**src/rtl/pwm_capture_if.sv**
```systemverilog
// Signal bundle between a PWM source/observer and the pwm_capture block.
interface pwm_capture_if #(
   parameter int CNT_W = 16
);
   logic             pwm_in;
   logic             clr;
   logic [CNT_W-1:0] high_cnt;
   logic [CNT_W-1:0] period_cnt;
   logic [6:0]       duty_pct;
   logic             valid;
   logic             stuck;
   logic             ovr;

   modport master (
      output pwm_in, clr,
      input  high_cnt, period_cnt, duty_pct, valid, stuck, ovr
   );

   modport slave (
      input  pwm_in, clr,
      output high_cnt, period_cnt, duty_pct, valid, stuck, ovr
   );
endinterface

```
**src/rtl/pwm_capture.sv**
```systemverilog
// PWM receiver: measures high time and period of pwm_in, derives duty percent
// with a restoring divider, and flags stuck inputs and dropped periods.
//
// state     | meaning
// WAIT_RISE | idle / after timeout or clear; waiting for first rising edge
// MEAS_HI   | input high; counting high time and period
// MEAS_LO   | input low; counting period until the rise that closes it
module pwm_capture #(
   parameter int CNT_W   = 16,
   parameter int TIMEOUT = 50000
) (
   input  logic         clk,
   input  logic         rst_n,
   pwm_capture_if.slave cap
);
   localparam int DIV_W  = CNT_W + 7;
   localparam int STEP_W = $clog2(DIV_W + 1);
   localparam logic [CNT_W-1:0]  CNT_MAX = '1;
   localparam logic [CNT_W-1:0]  TO_LOAD = CNT_W'(TIMEOUT);
   localparam logic [STEP_W-1:0] STEP_LOAD = STEP_W'(DIV_W);

   typedef enum logic [1:0] {WAIT_RISE, MEAS_HI, MEAS_LO} state_t;

   state_t              r_state;
   logic                r_sync1, r_sync2, r_sync3;
   logic [CNT_W-1:0]    r_hi_ctr, r_per_ctr;
   logic [CNT_W-1:0]    r_cap_hi, r_cap_per;
   logic [CNT_W-1:0]    r_to_ctr;
   logic                r_div_busy;
   logic [STEP_W-1:0]   r_div_step;
   logic [CNT_W-1:0]    r_rem;
   logic [DIV_W-1:0]    r_quo;
   logic [CNT_W-1:0]    r_high_cnt, r_period_cnt;
   logic [6:0]          r_duty;
   logic                r_valid, r_stuck, r_ovr;

   logic                w_rise, w_fall, w_edge, w_to_fire;
   logic [CNT_W:0]      w_rem_sh;
   logic                w_ge;
   logic [CNT_W-1:0]    w_rem_sub;
   logic [DIV_W-1:0]    w_quo_nx;
   logic [DIV_W-1:0]    w_dividend;
   logic [6:0]          w_done_duty;

   function automatic logic [CNT_W-1:0] sat_inc(input logic [CNT_W-1:0] v);
      return (v == CNT_MAX) ? v : v + 1'b1;
   endfunction

   assign w_rise    = r_sync2 & ~r_sync3;
   assign w_fall    = ~r_sync2 & r_sync3;
   assign w_edge    = w_rise | w_fall;
   // Down-counter parks at zero after firing so a stuck input reports once.
   assign w_to_fire = ~w_edge && (r_to_ctr == CNT_W'(1));

   // One restoring-division step: remainder stays below the divisor, so the
   // subtraction fits in CNT_W bits.
   assign w_rem_sh    = {r_rem, r_quo[DIV_W-1]};
   assign w_ge        = (w_rem_sh >= {1'b0, r_cap_per});
   assign w_rem_sub   = w_rem_sh[CNT_W-1:0] - r_cap_per;
   assign w_quo_nx    = {r_quo[DIV_W-2:0], w_ge};
   assign w_dividend  = DIV_W'(r_hi_ctr) * DIV_W'(100);
   assign w_done_duty = (r_cap_per == '0) ? 7'd0 : w_quo_nx[6:0];

   always_ff @(posedge clk or negedge rst_n) begin
      if (!rst_n) begin
         r_state      <= WAIT_RISE;
         r_sync1      <= 1'b0;
         r_sync2      <= 1'b0;
         r_sync3      <= 1'b0;
         r_hi_ctr     <= '0;
         r_per_ctr    <= '0;
         r_cap_hi     <= '0;
         r_cap_per    <= '0;
         r_to_ctr     <= TO_LOAD;
         r_div_busy   <= 1'b0;
         r_div_step   <= '0;
         r_rem        <= '0;
         r_quo        <= '0;
         r_high_cnt   <= '0;
         r_period_cnt <= '0;
         r_duty       <= '0;
         r_valid      <= 1'b0;
         r_stuck      <= 1'b0;
         r_ovr        <= 1'b0;
      end else begin
         r_sync1 <= cap.pwm_in;
         r_sync2 <= r_sync1;
         r_sync3 <= r_sync2;
         r_valid <= 1'b0;
         if (cap.clr) begin
            r_state      <= WAIT_RISE;
            r_hi_ctr     <= '0;
            r_per_ctr    <= '0;
            r_to_ctr     <= TO_LOAD;
            r_div_busy   <= 1'b0;
            r_div_step   <= '0;
            r_high_cnt   <= '0;
            r_period_cnt <= '0;
            r_duty       <= '0;
            r_stuck      <= 1'b0;
            r_ovr        <= 1'b0;
         end else begin
            if (w_edge)
               r_to_ctr <= TO_LOAD;
            else if (r_to_ctr != '0)
               r_to_ctr <= r_to_ctr - 1'b1;

            if (r_div_busy) begin
               r_rem      <= w_ge ? w_rem_sub : w_rem_sh[CNT_W-1:0];
               r_quo      <= w_quo_nx;
               r_div_step <= r_div_step - 1'b1;
               if (r_div_step == STEP_W'(1)) begin
                  r_div_busy   <= 1'b0;
                  r_high_cnt   <= r_cap_hi;
                  r_period_cnt <= r_cap_per;
                  r_duty       <= w_done_duty;
                  r_valid      <= 1'b1;
                  r_stuck      <= 1'b0;
               end
            end

            case (r_state)
               WAIT_RISE: begin
                  if (w_rise) begin
                     r_hi_ctr  <= CNT_W'(1);
                     r_per_ctr <= CNT_W'(1);
                     r_state   <= MEAS_HI;
                  end
               end
               MEAS_HI: begin
                  r_per_ctr <= sat_inc(r_per_ctr);
                  if (w_fall)
                     r_state <= MEAS_LO;
                  else
                     r_hi_ctr <= sat_inc(r_hi_ctr);
               end
               MEAS_LO: begin
                  if (w_rise) begin
                     // A busy divider keeps its result; this period is dropped.
                     if (!r_div_busy) begin
                        r_cap_hi   <= r_hi_ctr;
                        r_cap_per  <= r_per_ctr;
                        r_rem      <= '0;
                        r_quo      <= w_dividend;
                        r_div_step <= STEP_LOAD;
                        r_div_busy <= 1'b1;
                     end else begin
                        r_ovr <= 1'b1;
                     end
                     r_hi_ctr  <= CNT_W'(1);
                     r_per_ctr <= CNT_W'(1);
                     r_state   <= MEAS_HI;
                  end else begin
                     r_per_ctr <= sat_inc(r_per_ctr);
                  end
               end
               default: r_state <= WAIT_RISE;
            endcase

            if (w_to_fire) begin
               r_state      <= WAIT_RISE;
               r_stuck      <= 1'b1;
               r_high_cnt   <= '0;
               r_period_cnt <= '0;
               r_duty       <= r_sync2 ? 7'd100 : 7'd0;
               r_valid      <= 1'b1;
            end
         end
      end
   end

   assign cap.high_cnt   = r_high_cnt;
   assign cap.period_cnt = r_period_cnt;
   assign cap.duty_pct   = r_duty;
   assign cap.valid      = r_valid;
   assign cap.stuck      = r_stuck;
   assign cap.ovr        = r_ovr;
endmodule

```
**src/flat_wrapper.sv**
```systemverilog
// flat-port wrapper written by rule: the top's interface ports become plain ports
module pwm_capture_flat 
#(
   parameter int CNT_W   = 16,
   parameter int TIMEOUT = 50000
)
  (clk, rst_n, cap_pwm_in, cap_clr, cap_high_cnt, cap_period_cnt, cap_duty_pct, cap_valid, cap_stuck, cap_ovr);
  pwm_capture_if #(.CNT_W(CNT_W)) cap_i ();
  input  logic clk;
  input  logic rst_n;
  input wire logic [$bits(cap_i.pwm_in)-1:0] cap_pwm_in;
  input wire logic [$bits(cap_i.clr)-1:0] cap_clr;
  output wire logic [$bits(cap_i.high_cnt)-1:0] cap_high_cnt;
  output wire logic [$bits(cap_i.period_cnt)-1:0] cap_period_cnt;
  output wire logic [$bits(cap_i.duty_pct)-1:0] cap_duty_pct;
  output wire logic [$bits(cap_i.valid)-1:0] cap_valid;
  output wire logic [$bits(cap_i.stuck)-1:0] cap_stuck;
  output wire logic [$bits(cap_i.ovr)-1:0] cap_ovr;
  assign cap_i.pwm_in = cap_pwm_in;
  assign cap_i.clr = cap_clr;
  assign cap_high_cnt = cap_i.high_cnt;
  assign cap_period_cnt = cap_i.period_cnt;
  assign cap_duty_pct = cap_i.duty_pct;
  assign cap_valid = cap_i.valid;
  assign cap_stuck = cap_i.stuck;
  assign cap_ovr = cap_i.ovr;
  pwm_capture #(.CNT_W(CNT_W), .TIMEOUT(TIMEOUT)) u_core (.clk(clk), .rst_n(rst_n), .cap(cap_i));
endmodule
```
**config.mk**
```make
export PLATFORM = sky130hd
export DESIGN_NAME = pwm_capture_flat
export DESIGN_NICKNAME = d
export VERILOG_FILES = /design/src/rtl/pwm_capture_if.sv /design/src/rtl/pwm_capture.sv /design/src/flat_wrapper.sv
export SDC_FILE = /design/constraint.sdc
export NUM_CORES = 1
export LEC_CHECK = 0
export BUFFER_PORTS_ARGS = -buffer_cell sky130_fd_sc_hd__buf_2
export CAP_MARGIN = 20
export CELL_PAD_IN_SITES_DETAIL_PLACEMENT = 1
export CELL_PAD_IN_SITES_GLOBAL_PLACEMENT = 2
export CORE_MARGIN = 3
export CORE_UTILIZATION = 45
export CTS_BUF_LIST = sky130_fd_sc_hd__clkbuf_8
export DETAILED_ROUTE_END_ITERATION = 16
export PLACE_DENSITY_LB_ADDON = 0.1
export SYNTH_ARGS = -nofsm -noshare
export SYNTH_HDL_FRONTEND = slang
export SYNTH_SLANG_ARGS = --single-unit
```
**constraint.sdc**
```tcl
create_clock -name clk -period 7.15 [get_ports clk]
set_clock_uncertainty 0.1 [all_clocks]
set_input_delay 0.715 -clock clk [delete_from_list [all_inputs] [get_ports clk]]
set_output_delay 0.715 -clock clk [all_outputs]
set_load 0.05 [all_outputs]
```
==> results.ini <==
[pwr]
power.density_nw_per_um2 = 233
total_leakage_power_nw = 5.29
peakVddDrop_mv = 0.125

[synth]
synth-xor-area-share_pct = 4.63
synth-simple-area-share_pct = 14.4
synth_ff_type = dfrtp_1
synthArstFlopShare_pct = 100
synth_fa_ha_area_share_pct = 12.5
synth-compound-area-share_pct = 17.2
ys_seq_area_share_pct = 43.0
synthCells = 1033
synth_top_area_share_pct = 41.5
ys_top_cells_by_area = dfrtp_1 41%, ha_1 10%, o21ai_0 4.1%
syn_area_per_cell_um2 = 9.70
synthesis.nets = 1130
synth_top_family_by_area = compound AO/OA/AOI/OAI gates
yosys_warnings = 0
synth_edf_count = 0
synth.area.mux_share_pct = 3.21
synth-seq-cells = 172
synth_top_cell_by_area = dfrtp_1
yosysUniqueCellTypes = 63
syn_area_um2 = 10000

[finish]
layout_commonest_cell = dfrtp_1
area_growth_pct = 8.46
multi_input_area_um2 = 5220
fillers = 2468
fin_util_pct = 50.7
fin_nets = 1161
n_antenna_cell = 0
seq_area_um2 = 4310
drive_above_1_share_pct = 11.8
final_cells = 1352
layout_common_cells = 166 x dfrtp_1, 82 x inv_1, 82 x o21ai_0, 82 x nand2_1
final_cell_area_um2 = 10900

[setup_path]
r2r-end = u_core.r_quo[22]$_DFFE_PN0N_
rrSetupSlack_ps = 3440
startpoint_type = flop
max_stage_delay_ps = 490
crit_path_top_delay_cell = fa_1
crit_path_max_fanout = 5
path_cells = ha_1, ha_1, fa_1, ha_1, a211oi_1, o21ai_0, a31oi_1, o21ai_0, a31oi_1, xnor2_1, o21ai_0
worstRegToRegCells = 11
regToRegStartpoint = u_core.r_hi_ctr[2]$_DFFE_PN0P_
crit_arrival_ps = 3940
setup.worst_path.class = flop to flop
cp.required_ps = 7380
endpoint_kind = flop

[clocking]
postCtsHoldBufs = 0
postCtsSetupBuffers = 0
cts_tree = yes
ctsHtreeMaxLevel = 4
numCtsBuffers = 17
cts_num_sinks = 172
cts.reportedPaths.clkPinSlew_ps = 110
clockBufferDepth = 2
cts_root_buf = clkbuf_8
postCtsResizedCells = 0
worstSkewPairLatency_ps = 470

[detailed_routing]
drtIter0Drc = 445
wl_per_cell_um = 19.5
viasPerCell = 5.80
dr.pass1.iters = 5
final_antenna_net_count = 0
wl_um = 26400
drc = 0
route.vias.total = 7835

[die]
fp-row-count = 53
num_io_pins = 46
die_h_um = 155
die_w_um = 155
core_um2 = 21400
dieArea_um2 = 24100
start_util_pct = 46.8

[place]
gp_congestion = 0.837
portBuffers = 45
dp.cells = 1319
dpl_cell_area_um2 = 10500
dpl.hpwl_um = 19200

[global_routing]
antenna_found_initial = 0
grt_pass1_vias = 8237
track_usage_pct = 23.1
grt_pass1_wl_um = 44700
grt_max_degree = 62
grt-ovfl-total = 0

[sta]
setup_tns_ps = 0
fmax_mhz = 270
rsz0062_at_grt = no
worstMarginPinSlew_ps = 854
slew_violations = 0
max_slew_margin_pct = 42.6
final-hold-violation-count = 0
setup_viol = 0
period_needed_ps = 3710
fin_crit_sh_pct = 51.9

[job]
cap_violations = 0

[min_path]
hold_class = input port to async pin

[outcome]
status = finished, final reports clean

## Yosys cell counts (all sizes together), types with 17 or more instances
cell	number
dfrtp	166
xnor2	28
a22o	39
nor3	26
nor2	81
a21oi	49
inv	82
ha	81
clkbuf	35
xor2	25
o21ai	83
nand2	84
a22oi	18
mux2	17
nand3	20
## state kept, by name, summed over array words and instances (netlist names), 5 cells and up
signal and flops:
u_core.cap.duty_pct 7, u_core.r_to_ctr 16, u_core.cap.high_cnt 16, u_core.r_per_ctr 16
u_core.r_rem 16, u_core.r_cap_hi 16, u_core.r_div_step 5, u_core.r_cap_per 16
u_core.r_hi_ctr 16, u_core.cap.period_cnt 16, u_core.r_quo 23
## routing by layer
metal	up-vias	global-route usage, %	share of wire, %
met5	-	0	0
met4	0	4.38	0.90
met3	19	3.17	2.5
met2	88	35.7	44
met1	4009	35.1	52
li1	3719	-	-
## kinds of logic after synthesis
| kind of cell | count (synthesis) |
|---|---|
| AO/OA/AOI/OAI | 265 |
| XOR/XNOR | 53 |
| adder cells (fa/ha/maj) | 93 |
| buffers and inverters | 125 |
| flip-flops | 172 |
| multiplexers | 30 |
| AND/OR/NAND/NOR | 295 |
## through the flow
step | total power, mW | hold slack (ps) | worst slack (ps)
4_1_cts | 2.56 | 83.0 | 3430
3_5_place_dp | 1.89 | 325 | 3490
5_1_grt | 2.71 | 99.6 | 3170
6_report | 2.53 | 88.8 | 3440
2_1_floorplan | 1.65 | 231 | 3890
3_3_place_gp | 1.87 | 319 | 3600
## area by class of cell
| type | instances | area share, % |
|---|---|---|
| clock buffer | 19 | 2.41 |
| timing repair buffer | 55 | 2.82 |
| multi-input combinational | 736 | 48.1 |
| tap | 275 | 3.17 |
| clock inverter | 13 | 1.00 |
| sequential | 172 | 39.7 |
| inverter | 82 | 2.83 |
## worst max-delay path, delay by kind of cell (launching register included)
kind / cells / cell delay, ps
AOI/OAI and AO/OA: 6 / 1390
DFF: 1 / 450
adders and majority gates: 4 / 1480
xor gates and xnor gates: 1 / 150
## how the worst max path moves through the flow
stage                                               from                           end  slack [ps]  cells past startpoint
after CTS                 u_core.r_hi_ctr[3]$_DFFE_PN0P_  u_core.r_quo[22]$_DFFE_PN0N_        3430                     11
after global placement    u_core.r_hi_ctr[2]$_DFFE_PN0P_  u_core.r_quo[22]$_DFFE_PN0N_        3600                     11
after global routing      u_core.r_hi_ctr[3]$_DFFE_PN0P_  u_core.r_quo[20]$_DFFE_PN0N_        3170                     11
after floorplan           u_core.r_hi_ctr[2]$_DFFE_PN0P_  u_core.r_quo[22]$_DFFE_PN0N_        3890                     11
final                     u_core.r_hi_ctr[2]$_DFFE_PN0P_  u_core.r_quo[22]$_DFFE_PN0N_        3440                     11
after detailed placement  u_core.r_hi_ctr[2]$_DFFE_PN0P_  u_core.r_quo[22]$_DFFE_PN0N_        3490                     11
## power by group
| part | leakage (nW) | total (mW) | switching [mW] | internal [mW] |
|---|---|---|---|---|
| Combinational | 2.79 | 0.682 | 0.437 | 0.245 |
| Clock | 0.175 | 0.665 | 0.399 | 0.266 |
| Sequential | 2.32 | 1.19 | 0.106 | 1.08 |
No activity file was read; power rests on OpenSTA's default activity.
